File: config.mk
export PLATFORM = sky130hd
export DESIGN_NAME = mig_port_arbiter
export DESIGN_NICKNAME = d
export VERILOG_FILES = /design/src/rtl/mig_port_arbiter.sv
export SDC_FILE = /design/constraint.sdc
export NUM_CORES = 1
export LEC_CHECK = 0
export ABC_AREA = 1
export ABC_CLOCK_PERIOD_IN_PS = 4200
export BUFFER_PORTS_ARGS = -buffer_cell sky130_fd_sc_hd__buf_2
export CAP_MARGIN = 20
export CORE_AREA = 2 2 269 271
export DETAILED_ROUTE_END_ITERATION = 10
export DIE_AREA = 0 0 271 273
export PLACE_DENSITY = 0.45
export SLEW_MARGIN = 20
export SYNTH_ARGS = -nofsm -noshare
export SYNTH_HDL_FRONTEND = slang
export SYNTH_SLANG_ARGS = --single-unit
export TNS_END_PERCENT = 50
File: constraint.sdc
create_clock -name clk_in -period 4.2 [get_ports clk_in]
set_input_delay 0.84 -clock clk_in [delete_from_list [all_inputs] [get_ports clk_in]]
set_output_delay 0.84 -clock clk_in [all_outputs]
set_load 0.005 [all_outputs]
File: src/rtl/mig_port_arbiter.sv
// mig_port_arbiter
// Shares the single DDR3 MIG user interface between NUM_WR capture writers and
// one sequential playback read stream. Each writer owns a fixed DRAM region of
// REGION_WORDS 128-bit words. Writers are served in round-robin bursts. Read
// bursts are interleaved with them, and a credit counter bounds the number of
// reads that are still in flight.
// Optional build macro: MIG_ARB_STATS_EN adds the saturating 32-bit counters
// stat_wr_beats, stat_rd_cmds and stat_stall.
module mig_port_arbiter #(
    parameter int NUM_WR          = 4,
    parameter int REGION_WORDS    = 23436,
    parameter int MAX_BURST       = 16,
    parameter int MAX_OUTSTANDING = 8
) (
    input  logic                         clk_in,
    input  logic                         rst_in,
    input  logic                         init_calib_complete,
    output logic [26:0]                  app_addr,
    output logic [2:0]                   app_cmd,
    output logic                         app_en,
    output logic [127:0]                 app_wdf_data,
    output logic                         app_wdf_wren,
    output logic                         app_wdf_end,
    input  logic                         app_rdy,
    input  logic                         app_wdf_rdy,
    input  logic                         app_rd_data_valid,
    input  logic [NUM_WR*128-1:0]        wr_data,
    input  logic [NUM_WR-1:0]            wr_valid,
    input  logic [NUM_WR-1:0]            wr_tlast,
    output logic [NUM_WR-1:0]            wr_ready,
    input  logic                         rd_en,
    input  logic [$clog2(NUM_WR)-1:0]    rd_sel,
    input  logic                         rd_af,
    output logic                         rd_tlast
`ifdef MIG_ARB_STATS_EN
    ,
    output logic [31:0]                  stat_wr_beats,
    output logic [31:0]                  stat_rd_cmds,
    output logic [31:0]                  stat_stall
`endif
);

    localparam int SEL_W = $clog2(NUM_WR);
    localparam int OFF_W = $clog2(REGION_WORDS);
    localparam int CNT_W = $clog2(MAX_BURST + 1);
    localparam int CRD_W = $clog2(MAX_OUTSTANDING + 1);

    typedef enum logic [1:0] {
        S_WAIT_INIT,
        S_ARB,
        S_WR,
        S_RD
    } state_t;

    state_t             state_reg;
    logic [SEL_W-1:0]   gnt_reg;
    logic [SEL_W-1:0]   rr_reg;
    logic               rd_pri_reg;
    logic [CNT_W-1:0]   cnt_reg;
    logic [CRD_W-1:0]   credit_reg;
    logic [SEL_W-1:0]   rsel_reg;
    logic [OFF_W-1:0]   roff_req_reg;
    logic [OFF_W-1:0]   roff_resp_reg;
    logic [OFF_W-1:0]   woff_reg [NUM_WR];

    logic               rd_credit_ok;
    logic               rd_eligible;
    logic               wr_any;
    logic               wr_cur_valid;
    logic               wr_cur_tlast;
    logic               beat;
    logic               issue;
    logic               resp_take;
    logic [SEL_W-1:0]   rr_pick;
    logic [SEL_W:0]     cand;
    logic               pick_hit;
    logic [SEL_W-1:0]   gnt_inc;
    logic [26:0]        wr_word;
    logic [26:0]        rd_word;

    assign rd_credit_ok = credit_reg < CRD_W'(MAX_OUTSTANDING);
    assign rd_eligible  = rd_en && rd_credit_ok && !rd_af;
    assign wr_any       = |wr_valid;
    assign wr_cur_valid = wr_valid[gnt_reg];
    assign wr_cur_tlast = wr_tlast[gnt_reg];
    assign beat         = (state_reg == S_WR) && wr_cur_valid && app_rdy && app_wdf_rdy;
    assign issue        = (state_reg == S_RD) && rd_eligible && app_rdy;
    // A response with no credit outstanding is not ours to count against credit.
    assign resp_take    = app_rd_data_valid && (credit_reg != '0);
    assign gnt_inc      = (gnt_reg == SEL_W'(NUM_WR - 1)) ? '0 : gnt_reg + SEL_W'(1);

    assign wr_word = 27'(gnt_reg) * 27'(REGION_WORDS) + 27'(woff_reg[gnt_reg]);
    assign rd_word = 27'(rsel_reg) * 27'(REGION_WORDS) + 27'(roff_req_reg);

    assign rd_tlast = app_rd_data_valid && (roff_resp_reg == OFF_W'(REGION_WORDS - 1));

    // First valid writer searching upward from the round-robin pointer, with wrap.
    always_comb begin
        rr_pick  = rr_reg;
        pick_hit = 1'b0;
        cand     = '0;
        for (int k = 0; k < NUM_WR; k++) begin
            cand = {1'b0, rr_reg} + (SEL_W+1)'(k);
            if (cand >= (SEL_W+1)'(NUM_WR)) begin
                cand = cand - (SEL_W+1)'(NUM_WR);
            end
            if (!pick_hit && wr_valid[cand[SEL_W-1:0]]) begin
                rr_pick  = cand[SEL_W-1:0];
                pick_hit = 1'b1;
            end
        end
    end

    // MIG command and write-data outputs follow the current grant without a register stage.
    always_comb begin
        app_en       = 1'b0;
        app_cmd      = 3'b000;
        app_addr     = '0;
        app_wdf_data = '0;
        app_wdf_wren = 1'b0;
        app_wdf_end  = 1'b0;
        case (state_reg)
            S_WR: begin
                app_en       = beat;
                app_cmd      = 3'b000;
                app_addr     = {wr_word[23:0], 3'b000};
                app_wdf_data = wr_data[int'(gnt_reg)*128 +: 128];
                app_wdf_wren = beat;
                app_wdf_end  = beat;
            end
            S_RD: begin
                app_en   = issue;
                app_cmd  = 3'b001;
                app_addr = {rd_word[23:0], 3'b000};
            end
            default: begin
            end
        endcase
    end

    // Only the granted writer sees ready, and only on a beat that actually transfers.
    generate
        for (genvar gi = 0; gi < NUM_WR; gi++) begin : g_ready
            assign wr_ready[gi] = beat && (gnt_reg == SEL_W'(gi));
        end
    endgenerate

    // Scheduler: calibration wait, one-cycle arbitration, then a write or read burst.
    always_ff @(posedge clk_in or negedge rst_in) begin
        if (!rst_in) begin
            state_reg  <= S_WAIT_INIT;
            gnt_reg    <= '0;
            rr_reg     <= '0;
            rd_pri_reg <= 1'b0;
            cnt_reg    <= '0;
        end else begin
            case (state_reg)
                S_WAIT_INIT: begin
                    if (init_calib_complete) begin
                        state_reg <= S_ARB;
                    end
                end
                S_ARB: begin
                    cnt_reg <= '0;
                    if (rd_pri_reg && rd_eligible) begin
                        state_reg <= S_RD;
                    end else if (wr_any) begin
                        gnt_reg   <= rr_pick;
                        state_reg <= S_WR;
                    end else if (rd_eligible) begin
                        state_reg <= S_RD;
                    end
                end
                S_WR: begin
                    if (beat) begin
                        cnt_reg <= cnt_reg + CNT_W'(1);
                        if (wr_cur_tlast || (cnt_reg == CNT_W'(MAX_BURST - 1))) begin
                            state_reg  <= S_ARB;
                            rr_reg     <= gnt_inc;
                            rd_pri_reg <= 1'b1;
                        end
                    end else if (!wr_cur_valid) begin
                        state_reg  <= S_ARB;
                        rr_reg     <= gnt_inc;
                        rd_pri_reg <= 1'b1;
                    end
                end
                S_RD: begin
                    if (issue) begin
                        cnt_reg <= cnt_reg + CNT_W'(1);
                        if (cnt_reg == CNT_W'(MAX_BURST - 1)) begin
                            state_reg  <= S_ARB;
                            rd_pri_reg <= 1'b0;
                        end
                    end else if (!rd_eligible) begin
                        // app_rdy low on its own keeps the read burst alive.
                        state_reg  <= S_ARB;
                        rd_pri_reg <= 1'b0;
                    end
                end
                default: begin
                    state_reg <= S_WAIT_INIT;
                end
            endcase
        end
    end

    // Per-region write offsets; a tlast beat restarts the region at word 0.
    always_ff @(posedge clk_in or negedge rst_in) begin
        if (!rst_in) begin
            for (int i = 0; i < NUM_WR; i++) begin
                woff_reg[i] <= '0;
            end
        end else if (beat) begin
            if (wr_cur_tlast || (woff_reg[gnt_reg] == OFF_W'(REGION_WORDS - 1))) begin
                woff_reg[gnt_reg] <= '0;
            end else begin
                woff_reg[gnt_reg] <= woff_reg[gnt_reg] + OFF_W'(1);
            end
        end
    end

    // Read credit, request/response offsets and region latch (only while reads are idle and drained).
    always_ff @(posedge clk_in or negedge rst_in) begin
        if (!rst_in) begin
            credit_reg    <= '0;
            rsel_reg      <= '0;
            roff_req_reg  <= '0;
            roff_resp_reg <= '0;
        end else begin
            if (issue && !resp_take) begin
                credit_reg <= credit_reg + CRD_W'(1);
            end else if (!issue && resp_take) begin
                credit_reg <= credit_reg - CRD_W'(1);
            end
            if (!rd_en && (credit_reg == '0)) begin
                rsel_reg      <= rd_sel;
                roff_req_reg  <= '0;
                roff_resp_reg <= '0;
            end else begin
                if (issue) begin
                    roff_req_reg <= (roff_req_reg == OFF_W'(REGION_WORDS - 1)) ? '0
                                  : roff_req_reg + OFF_W'(1);
                end
                if (app_rd_data_valid) begin
                    roff_resp_reg <= (roff_resp_reg == OFF_W'(REGION_WORDS - 1)) ? '0
                                   : roff_resp_reg + OFF_W'(1);
                end
            end
        end
    end

`ifdef MIG_ARB_STATS_EN
    logic stall_now;
    assign stall_now = ((state_reg == S_WR) && wr_cur_valid && !(app_rdy && app_wdf_rdy))
                    || ((state_reg == S_RD) && rd_eligible && !app_rdy);

    // Saturating activity counters for bring-up and bandwidth profiling.
    always_ff @(posedge clk_in or negedge rst_in) begin
        if (!rst_in) begin
            stat_wr_beats <= '0;
            stat_rd_cmds  <= '0;
            stat_stall    <= '0;
        end else begin
            if (beat && (stat_wr_beats != '1)) begin
                stat_wr_beats <= stat_wr_beats + 32'd1;
            end
            if (issue && (stat_rd_cmds != '1)) begin
                stat_rd_cmds <= stat_rd_cmds + 32'd1;
            end
            if (stall_now && (stat_stall != '1)) begin
                stat_stall <= stat_stall + 32'd1;
            end
        end
    end
`endif

endmodule

[Word-level counts from Yosys, hierarchy flattened]
Index checks and enable logic that the tools add are counted.
Storage, ports and cells
  bits in registers: 108
  input port bits: 530
  word-level logic and storage cells: 181
Operators by class
  add/subtract/negate cells: 16
  $mul: 2
  order comparisons: 12
  eq/ne operators: 20
  shift-type cells: 1
  mux-type cells: 68
  bitwise gates (word level): 4
  reduce and logical (&&, ||, !) cells: 45
Operators by type and width (count)
  512-bit by 10-bit indexed part select with 128-bit output: 1
  15-bit two-way mux: 9
  128-bit two-way mux: 1
  60-bit AND: 1
  60-bit bitwise mux: 1
  60-bit two-way mux: 1
  60-bit inverter: 1
  15-bit by 1-bit adder with 15-bit output (second input constant): 3
  15-bit == test (second input constant): 3
  2-bit two-way mux: 22
  21-bit case mux with 2 select lines: 1
  17-bit by 15-bit adder with 18-bit output: 2
  15-bit binary-select mux with 2-bit select: 1
  15-bit demux with 2-bit select: 1
  2-bit by 13-bit multiplier with 15-bit output (second input constant): 2
  1-bit logical AND: 21
  1-bit two-way mux: 17
  2-bit by 3-bit < comparator with 1-bit output (second input constant): 5
  5-bit case mux with 3 select lines: 1
  1-bit binary-select mux with 2-bit select: 6
  3-bit greater-or-equal comparator (second input constant): 4
  5-bit two-way mux: 2
  3-bit AND reduction: 3
  2-bit == test (second input constant): 4
  32 further kinds: 55

[Depth between registers and ports, before layout]
Gate-level depths: netlist of the first run.
  word-level depth: 14
  gate-level depth with buffers: 23
  mapped depth without buffers: 19

[Worst setup path after synthesis of the first run]
No wires, ideal clock.
  path type: reg2out
  start point: register gnt_reg[0]
  end point: output port app_addr[19]
  arrival: 2897 ps
  data required time: 3360 ps
  setup slack: 463 ps
  cell stages (with the launch flop): 24
  cells stage by stage: dfrtp_1 -> buf_6 -> inv_4 -> buf_6 -> buf_4 -> clkbuf_1 -> clkbuf_1 -> ha_1 -> inv_1 -> nand2_1 -> nand2_1 -> inv_1 -> ha_1 -> inv_1 -> nand2_1 -> nand3_1 -> nand2_1 -> nand2_1 -> nand2_1 -> nand2_1 -> nand2_1 -> nand2_1 -> nand3_1 -> nand2_1
Between the ends
  longest elaborated chain between the ends: 6
  elaborated cells on any way between the ends: 7
RTL lines
  start: declaration: RTL line 56  | logic [SEL_W-1:0] gnt_reg;
  start signal: assignment: RTL line 168  | gnt_reg <= rr_pick;
  parallel branches: the longest is 4 deep, another holds 2-bit by 13-bit multiplier with 15-bit output
  17-bit by 15-bit adder with 18-bit output *: RTL line 92  | assign wr_word = 27'(gnt_reg) * 27'(REGION_WORDS) + 27'(woff_reg[gnt_reg]);
  21-bit case mux with 2 select lines *: RTL line 122  | case (state_reg)
  end: declaration: RTL line 18  | output logic [26:0] app_addr,
Every way passes the cells marked *. The select of a mux whose other input is x is not followed.

[Worst setup path in the final report of the first run]
  start point: register rsel_reg[0]
  end point: output port app_addr[13]
Between the ends
  longest elaborated chain between the ends: 3
RTL lines
  start: declaration: RTL line 61  | logic [SEL_W-1:0] rsel_reg;
  start signal: assignment: RTL line 237  | rsel_reg <= rd_sel;
  2-bit by 13-bit multiplier with 15-bit output: RTL line 93  | assign rd_word = 27'(rsel_reg) * 27'(REGION_WORDS) + 27'(roff_req_reg);
  17-bit by 15-bit adder with 18-bit output: RTL line 93
  21-bit case mux with 2 select lines: RTL line 122
Every way passes these cells.

==> results of run 1 <==
-- layout make-up --
cell class                 instances  area (sq um)  area share [%]
antenna                            8          20.0           0.120
multi-input combinational       1741          8250            49.5
inverter                         125           489            2.94
clock buffer                      13           260            1.56
timing repair buffer             716          3710            22.2
tap                              950          1190            7.13
sequential                       108          2710            16.3
clock inverter                     3          45.0           0.270
-- synth_stat cells, types with 5 or more instances --
library cell / number
a21o_1: 6
a21oi_1: 193
buf_1: 20
buf_2: 12
buf_4: 21
clkbuf_1: 84
dfrtp_1: 108
ha_1: 44
inv_1: 111
inv_2: 12
nand2_1: 319
nand2_2: 13
nand3_1: 84
nand4_1: 13
nor2_1: 610
nor2_4: 7
nor3_1: 18
nor4_1: 5
o21ai_0: 316
o21ai_1: 32
o22ai_1: 5
xor2_1: 13
-- per-layer routing --
layer / track usage, % / share of wire [%] / vias up
met4: 4.46 / 3.1 / 38
met1: 24.4 / 38 / 7456
li1: - / - / 8066
met2: 39.4 / 50 / 745
met3: 6.59 / 9.0 / 172
met5: 0 / 0.27 / -
-- path summary, 6_finish.rpt --
path,startpoint,to,depth (start not counted)
worst min-delay path,woff_reg[51],woff_reg[51],2
worst min register to register,woff_reg[51],woff_reg[51],2
worst max register to register,gnt_reg[1],woff_reg[25],13
max in group asynchronous,rst_in,woff_reg[24],2
worst max-delay path,rsel_reg[0],app_addr[13],15
min in group asynchronous,rst_in,credit_reg[2],1
-- stage by stage --
step / setup WS [ns] / util [%] / power, mW / instance area (sq um) / instances
6_report: 0.251 / 23.5 / 10.4 / 16700 / 3664
5_1_grt: 0.00291 / 23.5 / 11.4 / 16700 / 3658
4_1_cts: 0.0653 / 23.4 / 10.4 / 16600 / 3653
3_5_place_dp: 0.472 / 22.9 / 9.44 / 16300 / 3637
3_3_place_gp: 0.506 / 22.9 / 9.47 / 16300 / 3637
2_1_floorplan: 0.463 / - / 6.48 / 12000 / 2114
-- worst min-delay path: stages, from the launching register on --
cell and delay, ns:
dfrtp_1 0.34, nand2_1 0.05, nand2_1 0.05
-- kinds of logic after synthesis --
kind of cell               count (synthesis)  synth area share, %
other                                      1               0.0312
xor gates and xnor gates                  16                 1.17
adders and majority gates                 46                 4.92
and+or+nand+nor                         1089                 37.0
DFF                                      108                 22.5
buffers and inverters                    265                 9.35
AOI/OAI and AO/OA                        578                 25.0
muxes                                      1               0.0938
-- power breakdown --
group / internal, mW / switching (mW) / leakage [nW] / total (mW)
Combinational: 2.50 / 5.30 / 6.95 / 7.80
Sequential: 1.38 / 0.303 / 1.42 / 1.68
Clock: 0.497 / 0.409 / 0.142 / 0.905
-- timing repair --
item,CTS,global route
setup endpoints to repair,0,6
setup buffers,0,3
resized for setup,0,5
==> flow_metrics.tcl, run 1 <==
set metrics [dict create \
    critPathTopFamily "adder cells" \
    ys_ff_latch 108 \
    grt_max_degree 159 \
    cpPeakStageDelay_ns 0.45 \
    critPathMaxFanout 6 \
    path_cells "inv_1 -> ha_1 -> inv_1 -> fa_1 -> inv_1 -> nand3_1 -> nand2_1 -> inv_1 -> o21bai_1 -> nand3_1 -> nand2_1 -> o21ai_0 -> a21oi_1 -> o21bai_1 -> buf_2" \
    die_height_microns 273 \
    first_pass_iters 5 \
    syn-cell-area_sq_um 12000 \
    synth_edf_count 0 \
    max-cap-violations 0 \
    mostFrequentLayoutCell "buf_2" \
    largest_reg_flops 60 \
    mostFrequentLayoutCells "683 x buf_2, 610 x nor2_1, 318 x nand2_1, 315 x o21ai_0, 193 x a21oi_1" \
    yosysWarnings 0 \
    synthToLayoutAreaGrowth_pct 38.8 \
    cts_hold_buffers 0 \
    slew_viol_final 0 \
    p_leak_nw 8.51 \
    viasPerCell 4.50 \
    finalSetupViolations 0 \
    hpwl_mm 70.5 \
    tns_ns 0 \
    synth.area.top_cells "dfrtp_1 23%, nor2_1 19%, o21ai_0 13%, nand2_1 10%, a21oi_1 8.0%" \
    core_sq_um 71000 \
    nNetsFinal 3277 \
    cts_buffers 9 \
    cts-root-buf "clkbuf_16" \
    antenna_found_initial 76 \
    rsz0062_at_grt "false" \
    finClkSkew_ns 0.0101 \
    ys_types 55 \
    fmax_mhz 253 \
    clk_pin_slew_ns 0.08 \
    ant_nets 0 \
    io_buffer_count 684 \
    clock_latency_ns 0.36 \
    slew_headroom_pct 38.7 \
    dominantRegCellSynth "dfrtp_1" \
    path_buf_inv 5 \
    grtUsageTotal_pct 21.5 \
    cp.arrival_ns 3.11 \
    grt_pass1_wl_mm 113 \
    critPathKind "reg2out" \
    power_density_nw_per_um2 623 \
    drive_gt1_share_pct 29.1 \
    grt-ovfl-total 0 \
    h-tree-depth 3 \
    grt_pass1_vias 15188 \
    cts_tree "done" \
    fin_crit_sh_pct 94.0 \
    wl_per_cell_microns 23.0 \
    clkSinkCount 108 \
    start_kind "flip-flop" \
    initial_core_util_pct 16.9 \
    netlist.area_leader.share_pct 22.5 \
    hp-class "reg2reg" \
    clockBufferDepth 2 \
    ff2ff_setup_slack_ns 1.15 \
    drcViolationCount 0 \
    worst_slew_pin_slew_ns 0.919 \
    n_fill_cell 8380 \
    postSynthCellCount 2104 \
    crit_top_cell "inv_1" \
    synth_seq_area_share_pct 22.5 \
    synth_area_per_cell_sq_um 5.71 \
    min_period_ns 3.95 \
    crit_required_ns 3.36 \
    num_rows 98 \
    status "completed" \
    wirelength_mm 84.4 \
    gp_congestion 0.893 \
    io_pins 696 \
    cp-end-kind "output port" \
    yosysTopAreaCell "dfrtp_1" \
    cpMaxStageDelayCell "dfrtp_1" \
    fp.dieArea_sq_um 74000 \
    vdd_ir_drop_max_mv 0.345 \
    ys_async_sr_fraction_pct 100 \
    vias 16477 \
    initialDrtViolationCount 1348 \
    die_w_microns 271 \
    finalHoldViolCount 0 \
    whs_ns 0.480 \
]
Power figures use the tool's default switching activity.
==> inputs of run 2 (changes only) <==
--- a/config.mk
+++ b/config.mk
@@ -13,6 +13,7 @@
 export DETAILED_ROUTE_END_ITERATION = 10
 export DIE_AREA = 0 0 271 273
 export PLACE_DENSITY = 0.45
+export REMOVE_ABC_BUFFERS = 1
 export SLEW_MARGIN = 20
 export SYNTH_ARGS = -nofsm -noshare
 export SYNTH_HDL_FRONTEND = slang
==> run 2 against run 1 <==
Effect of this change:
- non-clock buffer count decreased by 4
- clock-buffer cell count decreased by 3
- first-iteration DRC count decreased by 5.3%
- clock power about the same
- worst hold slack better by 0.0044 ns
- utilization barely moved
- cell count increased by 0.60%
- maximum frequency barely moved
- cell area hardly changed
- sequential power hardly changed
- combinational power decreased by 2%
- die area stayed put
==> flow_metrics.tcl, run 2 (synthesized netlist as in run 1, its figures left out) <==
set metrics [dict create \
    status "completed" \
    grt_pass1_vias 15703 \
    grt-ovfl-total 0 \
    clkSinkCount 108 \
    clock_latency_ns 0.37 \
    grt_pass1_wl_mm 122 \
    hpwl_mm 76.2 \
    timing.final.ws_setup_ns 0.251 \
    cts_tree "done" \
    viasPerCell 4.51 \
    die_w_microns 271 \
    num_rows 98 \
    p_leak_nw 8.49 \
    cpPeakStageDelay_ns 0.59 \
    mostFrequentLayoutCells "683 x buf_2, 609 x nor2_1, 318 x nand2_1, 314 x o21ai_0, 192 x a21oi_1" \
    initialDrtViolationCount 1276 \
    largest_reg_flops 60 \
    cts_buffers 9 \
    clockBufferDepth 2 \
    crit_required_ns 3.36 \
    power_density_nw_per_um2 613 \
    grtUsageTotal_pct 23.1 \
    critPathMaxFanout 21 \
    cp.arrival_ns 3.11 \
    ant_nets 0 \
    worst_slew_pin_slew_ns 1.13 \
    grt_max_degree 137 \
    slew_headroom_pct 24.9 \
    slew_viol_final 0 \
    die_height_microns 273 \
    min_period_ns 3.95 \
    wirelength_mm 90.2 \
    cp-end-kind "output port" \
    n_fill_cell 8344 \
    gp_congestion 0.965 \
    cts_hold_buffers 0 \
    h-tree-depth 3 \
    hp-class "reg2reg" \
    finalHoldViolCount 0 \
    place_ws_ns 0.491 \
    io_buffer_count 684 \
    io_pins 696 \
    whs_path_depth 2 \
    crit_top_cell "nand2_1" \
    finClkSkew_ns 0.0129 \
    critPathKind "reg2out" \
    first_pass_iters 6 \
    core_sq_um 71000 \
    cpMaxStageDelayCell "dfrtp_4" \
    fin_crit_sh_pct 94.0 \
    multi_input_area_sq_um 8250 \
    vias 16615 \
    antenna_found_initial 110 \
    max-cap-violations 0 \
    initial_core_util_pct 16.9 \
    vdd_ir_drop_max_mv 0.362 \
    rsz0062_at_grt "true" \
    nNetsFinal 3273 \
    wl_per_cell_microns 24.5 \
    drive_gt1_share_pct 29.2 \
    drcViolationCount 0 \
    start_kind "flip-flop" \
    regArea_sq_um 2710 \
    synthToLayoutAreaGrowth_pct 38.9 \
    finalSetupViolations 0 \
    design_area_sq_um 16700 \
    mostFrequentLayoutCell "buf_2" \
    fmax_mhz 253 \
    clk_pin_slew_ns 0.08 \
    reg2regPathDepth 15 \
    fp.dieArea_sq_um 74000 \
    cts-root-buf "clkbuf_16" \
    place_area_sq_um 16300 \
    path_cells "buf_6 -> nand2_1 -> nand3_1 -> nand2_1 -> inv_1 -> ha_1 -> a21oi_2 -> o21ai_0 -> a221oi_2 -> nand2_1 -> nand2_1 -> nand3_1 -> nand2_1 -> buf_2" \
]
-- run 2: cell types whose count changed in the layout (fill, tap and decap cells not counted), moves of 2 or more --
cell	before	now
buf_12	3	1
buf_4	29	26
clkbuf_1	2	0
clkinvlp_4	2	0
diode_2	8	34
inv_6	1	5
inv_8	2	4
-- run 2: report_power, final --
group          switching (mW)  internal, mW
Sequential              0.335          1.38
Clock                   0.467         0.440
Combinational            5.16          2.45
-- run 2: layer usage --
metal  vias up  track usage (%)  wire length, microns
met5         -                0                   579
met4        94             5.03                  2130
met3       196             16.6                 15300
met2       694             34.4                 37800
met1      7540             26.7                 34400
li1       8091                -                     -
-- run 2: critical path: cells and delay by family, from the launching register on --
kind,cells,cell delay [ns]
compound gates,3,0.73
simple gates,7,0.61
flops,1,0.59
buf+inv,3,0.42
fa+ha+maj,1,0.38
-- run 2: per-stage QoR --
step / instances / utilization [%] / hold slack [ns] / total power, mW / setup TNS [ns]
6_report: 3686 / 23.5 / 0.484 / 10.2 / 0
5_1_grt: 3671 / 23.4 / 0.504 / 11.3 / -0.0284
4_1_cts: 3652 / 23.3 / 0.487 / 10.2 / 0
3_5_place_dp: 3636 / 22.9 / 0.466 / 9.31 / 0
3_3_place_gp: 3636 / 22.9 / 0.464 / 9.33 / 0
2_1_floorplan: 1974 / - / 0.449 / 6.49 / -1063.63
-- run 2: worst paths after layout --
| check | start | to | slack (ns) |
|---|---|---|---|
| min | woff_reg[31] | woff_reg[31] | 0.48 |
| max | gnt_reg[0] | app_addr[19] | 0.25 |
| max reg2reg | gnt_reg[1] | woff_reg[28] | 0.85 |
| min reg2reg | woff_reg[31] | woff_reg[31] | 0.48 |
| min in group asynchronous | rst_in | credit_reg[2] | 0.54 |
| max in group asynchronous | rst_in | woff_reg[59] | 2.78 |
-- run 2: what timing repair did --
| action | 4_1_cts | 5_1_grt |
|---|---|---|
| endpoints found under the setup margin | 0 | 8 |
| buffers inserted | 0 | 0 |
| resized for setup | 0 | 9 |
-- run 2: final cells by class --
cell class / count / share of cell area, %
repair buffers: 712 / 21.9
multi-input cells: 1741 / 49.5
clock inverters: 6 / 0.360
clock buffers: 10 / 1.43
flip-flops and latches: 108 / 16.3
inverters: 125 / 2.92
diodes: 34 / 0.510
well taps: 950 / 7.13
